<file path="config.mk">
export PLATFORM = sky130hd
export DESIGN_NAME = mc_pulse_train
export DESIGN_NICKNAME = d
export VERILOG_FILES = /design/src/rtl/mc_pulse_train.sv
export SDC_FILE = /design/constraint.sdc
export NUM_CORES = 1
export LEC_CHECK = 0
export CORE_ASPECT_RATIO = 1.2
export CORE_MARGIN = 3
export CORE_UTILIZATION = 55
export CTS_CLUSTER_SIZE = 20
export DETAILED_ROUTE_END_ITERATION = 8
export GPL_ROUTABILITY_DRIVEN = 0
export PLACE_DENSITY = 0.72
export REMOVE_ABC_BUFFERS = 1
export SLEW_MARGIN = 20
export SYNTH_ARGS = -nofsm -noshare
export SYNTH_HDL_FRONTEND = slang
export SYNTH_SLANG_ARGS = --single-unit
</file>
<file path="constraint.sdc">
create_clock -name CLK -period 10.35 [get_ports CLK]
set_input_delay 1.5525 -clock CLK [delete_from_list [all_inputs] [get_ports CLK]]
set_output_delay 1.5525 -clock CLK [all_outputs]
set_load 0.05 [all_outputs]
</file>
<file path="src/rtl/mc_pulse_train.sv">
// Multi-channel RC-style pulse train generator: one slew-limited pulse per channel per frame,
// serialised onto PWM, with a per-frame command watchdog that forces all channels to neutral.
module mc_pulse_train #(
    parameter int NUM_CH         = 2,
    parameter int PWR_BITS       = 3,
    parameter int FRAME_CYC      = 1200000,
    parameter int NEUTRAL_CYC    = 150000,
    parameter int STEP_CYC       = 3125,
    parameter int GAP_CYC        = 110000,
    parameter int MAX_STEP       = 1,
    parameter int TIMEOUT_FRAMES = 8
) (
    input  logic                           CLK,
    input  logic                           RST,
    input  logic [NUM_CH*(PWR_BITS+2)-1:0] CMD,
    input  logic                           CMD_VALID,
    output logic                           PWM,
    output logic                           FRAME_START,
    output logic                           TIMEOUT,
    output logic                           OVERRUN
);
    localparam int CW      = PWR_BITS + 2;
    localparam int CMD_W   = NUM_CH * CW;
    localparam int LVL_W   = PWR_BITS + 2;
    localparam int CNT_W   = (FRAME_CYC > 1) ? $clog2(FRAME_CYC) : 1;
    localparam int MAX_W   = NEUTRAL_CYC + (2 ** PWR_BITS) * STEP_CYC;
    localparam int TMR_MAX = (MAX_W > GAP_CYC) ? MAX_W : GAP_CYC;
    localparam int TMR_W   = $clog2(TMR_MAX + 1);
    localparam int CH_W    = (NUM_CH > 1) ? $clog2(NUM_CH) : 1;
    localparam int WD_W    = (TIMEOUT_FRAMES > 0) ? $clog2(TIMEOUT_FRAMES + 1) : 1;
    localparam logic [CMD_W-1:0] CMD_NEUTRAL = {NUM_CH{{{PWR_BITS{1'b0}}, 2'b01}}};

    typedef enum logic [1:0] {
        ST_IDLE  = 2'b00,
        ST_PULSE = 2'b01,
        ST_GAP   = 2'b10
    } state_e;

    function automatic logic signed [LVL_W-1:0] decode_target(input logic [CW-1:0] c);
        logic signed [LVL_W-1:0] mag;
        mag = LVL_W'({2'b00, c[CW-1:2]}) + LVL_W'(1);
        case (c[1:0])
            2'b00:   decode_target = mag;
            2'b10:   decode_target = -mag;
            default: decode_target = '0;
        endcase
    endfunction

    function automatic logic signed [LVL_W-1:0] slew_to(input logic signed [LVL_W-1:0] lvl,
                                                        input logic signed [LVL_W-1:0] tgt);
        int diff;
        int nxt;
        diff = int'(tgt) - int'(lvl);
        if (diff > MAX_STEP) begin
            nxt = int'(lvl) + MAX_STEP;
        end else if (diff < -MAX_STEP) begin
            nxt = int'(lvl) - MAX_STEP;
        end else begin
            nxt = int'(tgt);
        end
        return LVL_W'(nxt);
    endfunction

    function automatic logic [TMR_W-1:0] pulse_cyc(input logic signed [LVL_W-1:0] lvl);
        return TMR_W'(NEUTRAL_CYC + int'(lvl) * STEP_CYC);
    endfunction

    logic [CNT_W-1:0]        frm_cnt_q, frm_cnt_d;
    state_e                  state_q, state_d;
    logic [CH_W-1:0]         ch_q, ch_d;
    logic [TMR_W-1:0]        tmr_q, tmr_d;
    logic                    pwm_q, pwm_d;
    logic                    overrun_q, overrun_d;
    logic                    timeout_q, timeout_d;
    logic [WD_W-1:0]         wd_q, wd_d;
    logic [CMD_W-1:0]        cmd_q, cmd_d;
    logic signed [LVL_W-1:0] lvl_q [NUM_CH];
    logic signed [LVL_W-1:0] lvl_d [NUM_CH];
    logic                    boundary_s, last_s, to_hit_s;
    logic [CH_W-1:0]         nxt_ch_s;

    assign boundary_s  = (frm_cnt_q == '0);
    assign last_s      = (frm_cnt_q == CNT_W'(FRAME_CYC - 1));
    assign nxt_ch_s    = ch_q + CH_W'(1);
    assign PWM         = pwm_q;
    assign TIMEOUT     = timeout_q;
    assign OVERRUN     = overrun_q;
    assign FRAME_START = boundary_s & ~RST;

    // Frame counter, command store, watchdog and per-frame level update.
    always_comb begin
        frm_cnt_d = last_s ? '0 : frm_cnt_q + CNT_W'(1);
        cmd_d     = cmd_q;
        wd_d      = wd_q;
        timeout_d = timeout_q;
        lvl_d     = lvl_q;
        to_hit_s  = 1'b0;
        if (CMD_VALID) begin
            cmd_d = CMD;
        end else begin
            cmd_d = cmd_q;
        end
        if (boundary_s) begin
            if (CMD_VALID) begin
                wd_d      = '0;
                timeout_d = 1'b0;
            end else if (TIMEOUT_FRAMES > 0) begin
                if (int'(wd_q) + 1 >= TIMEOUT_FRAMES) begin
                    to_hit_s  = 1'b1;
                    wd_d      = WD_W'(TIMEOUT_FRAMES);
                    timeout_d = 1'b1;
                end else begin
                    wd_d = wd_q + WD_W'(1);
                end
            end else begin
                wd_d = '0;
            end
            // While timed out the targets are held at zero; the stored command waits for CMD_VALID.
            for (int i = 0; i < NUM_CH; i++) begin
                if (to_hit_s) begin
                    lvl_d[i] = '0;
                end else begin
                    lvl_d[i] = slew_to(lvl_q[i],
                                       timeout_q ? '0 : decode_target(cmd_q[i*CW +: CW]));
                end
            end
        end else if (CMD_VALID) begin
            wd_d      = '0;
            timeout_d = 1'b0;
        end else begin
            wd_d = wd_q;
        end
    end

    // Pulse sequencer: next state, timer and the registered PWM/OVERRUN values.
    always_comb begin
        state_d   = state_q;
        ch_d      = ch_q;
        tmr_d     = tmr_q;
        pwm_d     = 1'b0;
        overrun_d = 1'b0;
        if (boundary_s) begin
            state_d = ST_PULSE;
            ch_d    = '0;
            tmr_d   = pulse_cyc(lvl_d[0]) - TMR_W'(1);
            pwm_d   = 1'b1;
        end else begin
            case (state_q)
                ST_PULSE: begin
                    if (tmr_q == '0) begin
                        state_d = ST_GAP;
                        tmr_d   = TMR_W'(GAP_CYC - 1);
                    end else begin
                        tmr_d = tmr_q - TMR_W'(1);
                        pwm_d = 1'b1;
                    end
                end
                ST_GAP: begin
                    if (tmr_q != '0) begin
                        tmr_d = tmr_q - TMR_W'(1);
                    end else if (int'(ch_q) == NUM_CH - 1) begin
                        state_d = ST_IDLE;
                    end else begin
                        state_d = ST_PULSE;
                        ch_d    = nxt_ch_s;
                        tmr_d   = pulse_cyc(lvl_q[nxt_ch_s]) - TMR_W'(1);
                        pwm_d   = 1'b1;
                    end
                end
                ST_IDLE: begin
                    state_d = ST_IDLE;
                end
                default: begin
                    state_d = ST_IDLE;
                end
            endcase
        end
        // The boundary cycle itself is always low; flag a sequence still running into it.
        if (last_s) begin
            pwm_d     = 1'b0;
            overrun_d = (state_d != ST_IDLE);
        end else begin
            overrun_d = 1'b0;
        end
    end

    // State registers with synchronous reset.
    always_ff @(posedge CLK) begin
        if (RST) begin
            frm_cnt_q <= '0;
            state_q   <= ST_IDLE;
            ch_q      <= '0;
            tmr_q     <= '0;
            pwm_q     <= 1'b0;
            overrun_q <= 1'b0;
            timeout_q <= 1'b0;
            wd_q      <= '0;
            cmd_q     <= CMD_NEUTRAL;
            for (int i = 0; i < NUM_CH; i++) begin
                lvl_q[i] <= '0;
            end
        end else begin
            frm_cnt_q <= frm_cnt_d;
            state_q   <= state_d;
            ch_q      <= ch_d;
            tmr_q     <= tmr_d;
            pwm_q     <= pwm_d;
            overrun_q <= overrun_d;
            timeout_q <= timeout_d;
            wd_q      <= wd_d;
            cmd_q     <= cmd_d;
            for (int i = 0; i < NUM_CH; i++) begin
                lvl_q[i] <= lvl_d[i];
            end
        end
    end
endmodule

</file>
Yosys cells after proc, flatten, opt, wreduce, memory -nomap -nowiden
Cells that the tools add are included.
{"block": "word_totals", "input_bits": 13, "out_inout_bits": 4, "reg_bits": 69, "wordCells": 109}
{"block": "classes", "n_addsub": 19, "n_reduce_logical": 15, "n_lt_le_gt_ge": 6, "eq_ne": 6, "n_mux": 45, "bitwise": 5, "multipliers": 2}
{"op": "$mux 5", "count": 15}
{"op": "$mux 18", "count": 4}
{"op": "$sub 18x1->18 const B", "count": 3}
{"op": "$add 18x18->18 const A", "count": 2}
{"op": "$mul 5x13->18 const B", "count": 2}
{"op": "$pmux 18 s2", "count": 1}
{"op": "$add 21x1->21 const B", "count": 1}
{"op": "$eq 21x21->1 const B", "count": 1}
{"op": "$logic_not 21->1", "count": 1}
{"op": "$pmux 5 s2", "count": 2}
{"op": "$logic_not 18->1", "count": 1}
{"op": "$reduce_bool 18->1", "count": 1}
{"op": "$mux 4", "count": 4}
{"op": "$mux 1", "count": 13}
{"op": "$gt 6x2->1 const B", "count": 2}
{"op": "$lt 6x1->1 const B", "count": 2}
{"op": "$sub 5x5->6", "count": 2}
{"op": "$add 5x2->5 const B", "count": 2}
{"op": "$mux 10", "count": 1}
{"op": "$neg 4->5", "count": 2}
{"op": "$sub 5x2->5 const B", "count": 2}
{"op": "$add 3x1->4 const B", "count": 2}
{"op": "$eq 2x2->1 const B", "count": 3}
{"op": "$mux 2", "count": 3}
{"op": "17 further kinds", "count": 26}

Logic depth before layout (Yosys ltp)
Gate-level depths: netlist (run 1).
{"block": "logic_depth", "word_depth": 18, "ltp_mapped": 33, "mapped_depth_nobuf": 33}

Worst setup path after synthesis (run 1)
Ideal clock, no wire load.
{"block": "synth_path", "kind": "register -> register", "from": "reg timeout_q (netlist: TIMEOUT)", "to": "reg tmr_q[13]", "period_less_slack_ns": 6.702, "arrival_ns": 6.578, "required_time_ns": 10.226, "path_slack_ns": 3.648, "setup_ns": 0.124, "n_path_buf": 0, "stages_incl_launch_ff": 29, "cell_sequence": "dfxtp_1 -> or2_1 -> nor2_1 -> ha_1 -> and3b_1 -> or3_1 -> and2_1 -> xor2_1 -> o2111a_2 -> nor2_1 -> a22oi_1 -> o22ai_1 -> a22oi_1 -> inv_1 -> ha_1 -> fa_1 -> ha_1 -> a21o_1 -> a21oi_1 -> o21ai_0 -> a21oi_1 -> nor2b_1 -> o21a_1 -> o31ai_1 -> nand3_1 -> a2bb2oi_1 -> a41oi_1 -> xor2_1 -> o21ai_0"}
{"item": "start: declaration", "line_no": "74", "source": "logic timeout_q, timeout_d;"}
{"item": "start signal: assignment", "line_no": "209", "source": "timeout_q <= timeout_d;"}
{"item": "end signal: assignment", "line_no": "206", "source": "tmr_q <= tmr_d;"}
{"item": "end: declaration", "line_no": "71", "source": "logic [TMR_W-1:0] tmr_q, tmr_d;"}

==> summary.md, run 1 <==
| Metric | Value |
|---|---|
| CTS tree | yes |
| Max incr delay on CP | 0.63 ns |
| RSZ-0062 raised after global routing | false |
| Vias in the first global route | 6,009 |
| Postcts setup bufs | 0 |
| Status | finished clean |
| Post-synth ARST share | 0% |
| Number of diodes | 0 |
| Highest routed layer | met4 |
| Distinct cells, synth | 82 |
| Adder-cell share of the synthesized area | 22.42% |
| Fin Setup TNS | 0 ns |
| I/O Pins | 17 |
| Die Span Y | 128.3 um |
| Synth area leader | dfxtp_1 |
| Layout cells sized above 1 | 5.517% |
| XOR/XNOR Fraction of Synth Area | 7.174% |
| Starting Density | 56.33% |
| Critical path data required time | 10.56 ns |
| Total Wirelength | 15,640 um |
| Total clock sinks | 69 |
| Critical path launch point type | flip-flop |
| Post-synthesis compound-gate area fraction | 19.84% |
| Critical Path AT | 7.79 ns |
| Worst-skew pair later-pin latency | 0.33 ns |
| Synth Warn # | 0 |
| Synth Flop Type | dfxtp_1 |
| Worst min-delay path category | flip-flop to flip-flop |
| WS Path Type | flip-flop to flip-flop |
| Pin count of the biggest net entering global routing | 43 |
| First-pass GRT wire length | 27,060 um |
| Number of nets still failing antenna checks after routing | 0 |
| Clock transition at path regs | 0.06 ns |
| PortBufs | 16 |
| Hpwl dp | 12,390 um |
| Post-synthesis sequential area ratio | 20.15% |
| Max frequency | 131.8 MHz |
| Initial drt markers | 484 |
| Cell Area, Synth | 6854 um^2 |
| Min cycle time layout | 7.586 ns |
| Multiplexer share of the synthesized area | 3.286% |
| Die W | 107.9 um |
| Via count | 6,044 |
| Hold Vio Cnt, Final | 0 |
| Syn Area/Cell | 8.007 um^2 |
| # setup viols final | 0 |
| Largest family of logic cells by synthesized area | adder cells |
| Area share of the largest cell type after synthesis | 20.15% |
| Routed wl met3 | 566 um |
| Area grow syn2layout | 8.908% |
| Post-synth top cells | nor2_1 (99), ha_1 (94), inv_1 (89) |
| CP Max Fanout | 7 |
| Core area | 12,170 um^2 |
| Clock root buffer | clkbuf_16 |
| Initial antenna violation count | 0 |
| Most common cell in the netlist | nor2_1 |
| Most used cell, CP | ha_1 |
| # DRC | 0 |
| Post-CTS Resized | 0 |
| Post-CTS Hold Buffers | 0 |
| Average wire per standard cell | 15.16 um |
| FP Rows | 44 |
| Rel. slew slack | 40.37% |
| Slowest cell on crit path | o31ai_1 |
| Simple-Gate Fraction of Synth Area | 20.39% |
| Seq cells post-synth | 69 |
| CP endpoint kind | flip-flop |
| Max Cap Viol | 0 |
| DR vias/cell | 5.862 |
| Syn Inst Count | 856 |
| Met1 Wirelength | 7007 um |
| Slew @ Worst Pin | 0.8852 ns |
| TritonRoute pass-1 iters | 5 |
| Worst hold slack | 0.4709 ns |
| CTS Buf Count | 9 |
| NumNets Final | 990 |
| H-tree depth | 3 |
| Clock buffer depth | 2 |
| Number of synthesized flops with an enable pin | 0 |
| Routed length on met2 | 7725 um |
| Synth top area cells | dfxtp_1 (20%), ha_1 (17%), nor2_1 (5.4%) |
| Skew final | 0.008454 ns |
| Max-slew violation count | 0 |
| Tcrit/Tclk final | 73.29% |
| Die area | 13,840 um^2 |
| Gr usage total | 23.62% |
| Congestion Overflow GR | 0 |
## logic make-up after synthesis
group,count (synthesis)
multiplexers,22
AND/OR/NAND/NOR,287
adder cells (fa/ha/maj),112
XOR/XNOR,54
flip-flops,69
AO/OA/AOI/OAI,200
buffers and inverters,112
## layout make-up
cell class | count | area (um^2)
multi-input combinational | 675 | 5016
clock buffer | 11 | 242.7
clock inverter | 5 | 82.58
sequential | 69 | 1381
inverter | 90 | 350.3
tap | 161 | 201.4
fill | 1047 | 4702
timing repair buffer | 20 | 190.2
## cell usage in the layout, fill, tap and decap left out, types with 5 or more instances in the layout
master / instances
o31ai_1: 5
a21o_1: 15
nor4_1: 6
a211oi_1: 9
clkdlybuf4s50_1: 16
fa_1: 18
nor2b_1: 9
and3_1: 6
xor2_1: 23
clkbuf_16: 9
ha_1: 94
o21bai_1: 6
o21ai_0: 38
nor3_1: 29
a21oi_1: 49
inv_1: 89
nand3_1: 27
nor2_1: 99
a22oi_1: 8
a221oi_1: 5
mux2i_1: 21
nand2b_1: 8
nand2_1: 52
or2_2: 6
xnor2_1: 30
or3_1: 18
dfxtp_1: 69
o22ai_1: 10
## critical path, delay by kind of cell, from the launching register on
family,cells,cell delay [ns]
buf+inv,1,0.24
flops,1,0.35
mux,1,0.24
compound gates,14,3.27
fa+ha+maj,5,1.86
simple gates,5,1.18
xor+xnor,2,0.32
## worst paths after layout
| path | start | endpoint | slack (ns) | cells after the start |
|---|---|---|---|---|
| max reg2reg | cmd_q[2] | tmr_q[13] | 2.76 | 28 |
| min reg2reg | frm_cnt_q[0] | frm_cnt_q[0] | 0.47 | 1 |
| max | cmd_q[2] | tmr_q[13] | 2.76 | 28 |
| min | frm_cnt_q[0] | frm_cnt_q[0] | 0.47 | 1 |
## registers in the layout, summed over array words and instances, names as in the netlist
name,count
lvl_q,10
tmr_q,18
frm_cnt_q,21
ch_q,1
cmd_q,10
state_q,2
TIMEOUT,1
wd_q,4
PWM,1
OVERRUN,1
## per-stage QoR
stage	util (%)	setup WS, ns	cell area (um^2)	instances
after global routing	61.35	2.225	7465	1031
after floorplan	-	3.650	6743	834
after CTS	61.35	2.789	7465	1031
after global placement	58.68	3.143	7139	1015
final	61.35	2.764	7465	1031
after detailed placement	58.68	2.832	7139	1015
## routing by layer
| layer | GRT usage (%) | up-vias |
|---|---|---|
| met4 | 10.10 | 0 |
| met1 | 29.69 | 2826 |
| met3 | 2.519 | 36 |
| met2 | 40.78 | 146 |
| met5 | 0 | - |
| li1 | - | 3036 |
Power of run 1 is left out: the tool's default activity adds up to more than one toggle a clock period on the data nets, which glitch-free logic cannot reach.
==> inputs of run 2 (changes only) <==
PLACE_DENSITY = 0.75   (was 0.72)
clock period = 6.25 ns   (was 10.35 ns; I/O delays follow)
==> run 2 against run 1 <==
Count of clock-buffer cells in the layout fell by 2. Critical path depth rose by 3. Utilization rose by 7.2 points. First-iteration DRC count fell by 15%. Via count rose by 4.1%. Design area rose by 12%. Global-route usage rose by 0.20 points. Sequential cell count did not move. Die area did not move. Clock skew fell by 0.0014 ns.
==> summary.md, run 2 (synthesis results as in run 1) <==
| Metric | Value |
|---|---|
| Status | finished clean |
| Area grow syn2layout | 21.63% |
| Max reg flops | 21 |
| CTS tree | yes |
| Die area | 13,840 um^2 |
| CP Max Fanout | 4 |
| CTS Buf Count | 9 |
| Largest regs | frm_cnt_q x21, tmr_q x18 |
| Die W | 107.9 um |
| Pin count of the biggest net entering global routing | 43 |
| Critical Path AT | 6.46 ns |
| WS Path Type | flip-flop to flip-flop |
| Die Span Y | 128.3 um |
| Placed cell areas | 7500 um^2 |
| Max Cap Viol | 0 |
| Hpwl dp | 12,120 um |
| Post-layout util | 68.52% |
| Worst-skew pair later-pin latency | 0.34 ns |
| Starting Density | 56.33% |
| Worst min-delay path category | flip-flop to flip-flop |
| Clock buffer depth | 2 |
| Slowest cell on crit path | fa_2 |
| Critical path data required time | 6.53 ns |
| Max incr delay on CP | 0.54 ns |
| First-pass GRT wire length | 27,080 um |
| Critical path launch point type | flip-flop |
| Initial antenna violation count | 0 |
| TritonRoute pass-1 iters | 5 |
| I/O Pins | 17 |
| Number of diodes | 0 |
| Commonest non-fill, non-tap cell in the layout | nor2_1 |
| Rel. slew slack | 37.99% |
| Clock root buffer | clkbuf_16 |
| Core area | 12,170 um^2 |
| Commonest cells after routing, fill and taps aside | nor2_1 (94), inv_1 (80), ha_1 (79), buf_4 (68), dfxtp_1 (67) |
| Number of nets still failing antenna checks after routing | 0 |
| Vias in the first global route | 5,872 |
| Worst hold slack | 0.4641 ns |
| Tcrit/Tclk final | 98.92% |
| H-tree depth | 3 |
| Total clock sinks | 69 |
| CP endpoint kind | flip-flop |
| Hold Vio Cnt, Final | 0 |
| Average wire per standard cell | 15.50 um |
| Slew @ Worst Pin | 0.9204 ns |
| Congestion Overflow GR | 0 |
| RSZ-0062 raised after global routing | true |
| Layout cells sized above 1 | 19.12% |
| Most used cell, CP | ha_4 |
| DR vias/cell | 5.737 |
| PortBufs | 16 |
| Max frequency | 161.7 MHz |
| Max-slew violation count | 0 |
| Gr usage total | 23.82% |
| Design area | 8337 um^2 |
| Via count | 6,293 |
| Total Wirelength | 17,010 um |
| # DRC | 0 |
| # setup viols final | 0 |
| Biggest register | frm_cnt_q |
| FP Rows | 44 |
| NumNets Final | 1,057 |
| Initial drt markers | 410 |
| Min cycle time layout | 6.183 ns |
| Skew final | 0.007094 ns |
| Clock transition at path regs | 0.06 ns |
==> run 2: final cells by class <==
cell class	instances	area, um^2
Tap cell	161	201.4
Inverter	90	355.3
Sequential cell	69	1386
Fill cell	950	3830
Timing Repair Buffer	87	704.4
Clock inverter	6	40.04
Multi-Input combinational cell	675	5424
Clock buffer	9	225.2
==> run 2: metal layers <==
metal | GRT usage (%) | share of wire [%] | vias up | routed length (um)
met1 | 30.77 | 44 | 2944 | 7545
met4 | 8.544 | 2.1 | 0 | 365
met2 | 41.03 | 50 | 139 | 8520
met5 | 0 | 0 | - | 0
met3 | 2.469 | 3.4 | 31 | 576
li1 | - | - | 3179 | -
==> run 2: final timing paths <==
path,slack [ns],to,cells after the start,start
setup / recovery,0.07,tmr_q[16],31,cmd_q[2]
hold / removal,0.46,frm_cnt_q[0],1,frm_cnt_q[0]
setup reg to reg,0.07,tmr_q[16],31,cmd_q[2]
hold reg to reg,0.46,frm_cnt_q[0],1,frm_cnt_q[0]
==> run 2: critical path: cells and delay by family (launching register included) <==
kind | cells | cell delay (ns)
AO/OA/AOI/OAI | 11 | 2.07
buffers and inverters | 4 | 0.28
flip-flops | 1 | 0.35
AND/OR/NAND/NOR | 9 | 1.63
adder cells (fa/ha/maj) | 5 | 1.39
XOR/XNOR | 1 | 0.06
multiplexers | 1 | 0.32
==> run 2: what timing repair did <==
action | in CTS | in global routing
pin swaps | 17 | 44
setup buffers | 4 | 15
hold buffers | 0 | 0
endpoints found under the hold margin | 0 | 0
resized for setup | 24 | 66
endpoints found under the setup margin | 6 | 8
==> run 2: stage by stage <==
| step | setup slack, ns | TNS (ns) | instances |
|---|---|---|---|
| 2_1_floorplan | -0.4496 | -1.173 | 834 |
| 3_3_place_gp | -0.08885 | -0.1236 | 1063 |
| 3_5_place_dp | -0.1583 | -0.4739 | 1063 |
| 4_1_cts | 0.006039 | 0 | 1082 |
| 5_1_grt | -0.2050 | -0.6975 | 1097 |
| 6_report | 0.06724 | 0 | 1097 |
Power of run 2 is left out for the same reason.
==> inputs of run 3 (changes only) <==
TNS_END_PERCENT = 30   (was not set)
==> run 3 against run 2 <==
Critical endpoint unchanged. Wire length fell by 1.4%. Register-to-register slack barely moved. Sequential share of layout area rose by 0.058 points. Clock skew barely moved. Via count fell by 0.89%. Non-clock buffer count fell by 2. First-iteration DRC count fell by 5.6%.
==> summary.md, run 3 (synthesis results as in run 1) <==
| Metric | Value |
|---|---|
| Core area | 12,170 um^2 |
| Biggest register | frm_cnt_q |
| NumNets Final | 1,055 |
| Tcrit/Tclk final | 98.76% |
| Max reg flops | 21 |
| Total Wirelength | 16,760 um |
| Die W | 107.9 um |
| RSZ-0062 raised after global routing | true |
| Area grow syn2layout | 21.21% |
| # DRC | 0 |
| Number of nets still failing antenna checks after routing | 0 |
| Critical Path AT | 6.45 ns |
| Largest regs | frm_cnt_q x21, tmr_q x18 |
| Initial antenna violation count | 0 |
| Commonest non-fill, non-tap cell in the layout | nor2_1 |
| # setup viols final | 0 |
| Status | finished clean |
| Max-slew violation count | 0 |
| Post-CTS Hold Buffers | 0 |
| Via count | 6,237 |
| Pin count of the biggest net entering global routing | 43 |
| I/O Pins | 17 |
| WS Path Type | flip-flop to flip-flop |
| CP endpoint kind | flip-flop |
| Hpwl dp | 12,120 um |
| Hold Vio Cnt, Final | 0 |
| Clock root buffer | clkbuf_16 |
| Average wire per standard cell | 15.31 um |
| TritonRoute pass-1 iters | 5 |
| Skew final | 0.006604 ns |
| Total clock sinks | 69 |
| Slowest cell on crit path | fa_1 |
| Rel. slew slack | 38.36% |
| FP Rows | 44 |
| H-tree depth | 3 |
| Worst-skew pair later-pin latency | 0.34 ns |
| CP Max Fanout | 5 |
| Min cycle time layout | 6.172 ns |
| Die Span Y | 128.3 um |
| Congestion Overflow GR | 0 |
| CTS tree | yes |
| Layout cells sized above 1 | 18.74% |
| Critical path launch point type | flip-flop |
| Design area | 8308 um^2 |
| Clock buffer depth | 2 |
| Slew @ Worst Pin | 0.9149 ns |
| Starting Density | 56.33% |
| Clock transition at path regs | 0.06 ns |
| Commonest cells after routing, fill and taps aside | nor2_1 (94), inv_1 (81), ha_1 (79), dfxtp_1 (67), buf_4 (66) |
| Max Cap Viol | 0 |
| Max incr delay on CP | 0.50 ns |
| Die area | 13,840 um^2 |
| DR vias/cell | 5.696 |
| Vias in the first global route | 5,872 |
| Worst min-delay path category | flip-flop to flip-flop |
| Placed cell areas | 7500 um^2 |
| Gr usage total | 23.82% |
| PortBufs | 16 |
| First-pass GRT wire length | 27,080 um |
| Max frequency | 162.0 MHz |
| CTS Buf Count | 9 |
| Number of diodes | 0 |
| Most used cell, CP | ha_4 |
| Critical path data required time | 6.53 ns |
| Initial drt markers | 387 |
[run 3: cell count changes in the layout (fill, tap and decap cells not counted)]
cell / change
a21oi_4: -1
inv_2: -1
a311oi_1: +1
a311oi_2: -1
a21oi_2: +1
inv_1: +1
buf_4: -2
[run 3: final timing paths]
kind              slack, ns           end         start  cells after the start
hold / removal         0.46  frm_cnt_q[0]  frm_cnt_q[0]                      1
setup / recovery       0.08     tmr_q[16]      cmd_q[2]                     29
setup reg to reg       0.08     tmr_q[16]      cmd_q[2]                     29
hold reg to reg        0.46  frm_cnt_q[0]  frm_cnt_q[0]                      1
[run 3: cell type report]
class | instances | area, um^2
Timing Repair Buffer | 85 | 689.4
Tap cell | 161 | 201.4
Clock inverter | 6 | 40.04
Inverter | 90 | 355.3
Multi-Input combinational cell | 675 | 5410
Fill cell | 958 | 3859
Sequential cell | 69 | 1386
Clock buffer | 9 | 225.2
[run 3: worst max-delay path: cells and delay by family (launching register included)]
kind | cells | cell delay [ns]
and+or+nand+nor | 8 | 1.53
DFF | 1 | 0.35
AOI/OAI and AO/OA | 10 | 1.97
muxes | 1 | 0.32
adders and majority gates | 6 | 1.53
buffers and inverters | 4 | 0.39
[run 3: metal layers]
metal	wire length, um	global-route usage [%]	part of all wire, %
met1	7337	30.77	44
met4	365	8.544	2.2
met5	0	0	0
met2	8426	41.03	50
met3	633	2.469	3.8
[run 3: metrics by stage]
| step | instances | hold slack, ns | TNS, ns | setup slack (ns) | util [%] |
|---|---|---|---|---|---|
| 2_1_floorplan | 834 | 0.4297 | -1.173 | -0.4496 | - |
| 3_3_place_gp | 1063 | 0.4368 | -0.1236 | -0.08885 | 61.64 |
| 3_5_place_dp | 1063 | 0.4485 | -0.4739 | -0.1583 | 61.64 |
| 4_1_cts | 1082 | 0.4618 | 0 | 0.006039 | 64.95 |
| 5_1_grt | 1095 | 0.4844 | -0.6726 | -0.1815 | 68.28 |
| 6_report | 1095 | 0.4619 | 0 | 0.07769 | 68.28 |
[run 3: timing repair]
action | in CTS | in global routing
pin swaps | 17 | 41
setup endpoints to repair | 6 | 8
gates resized for setup | 24 | 63
buffers inserted | 4 | 13
Power of run 3 is left out for the same reason.
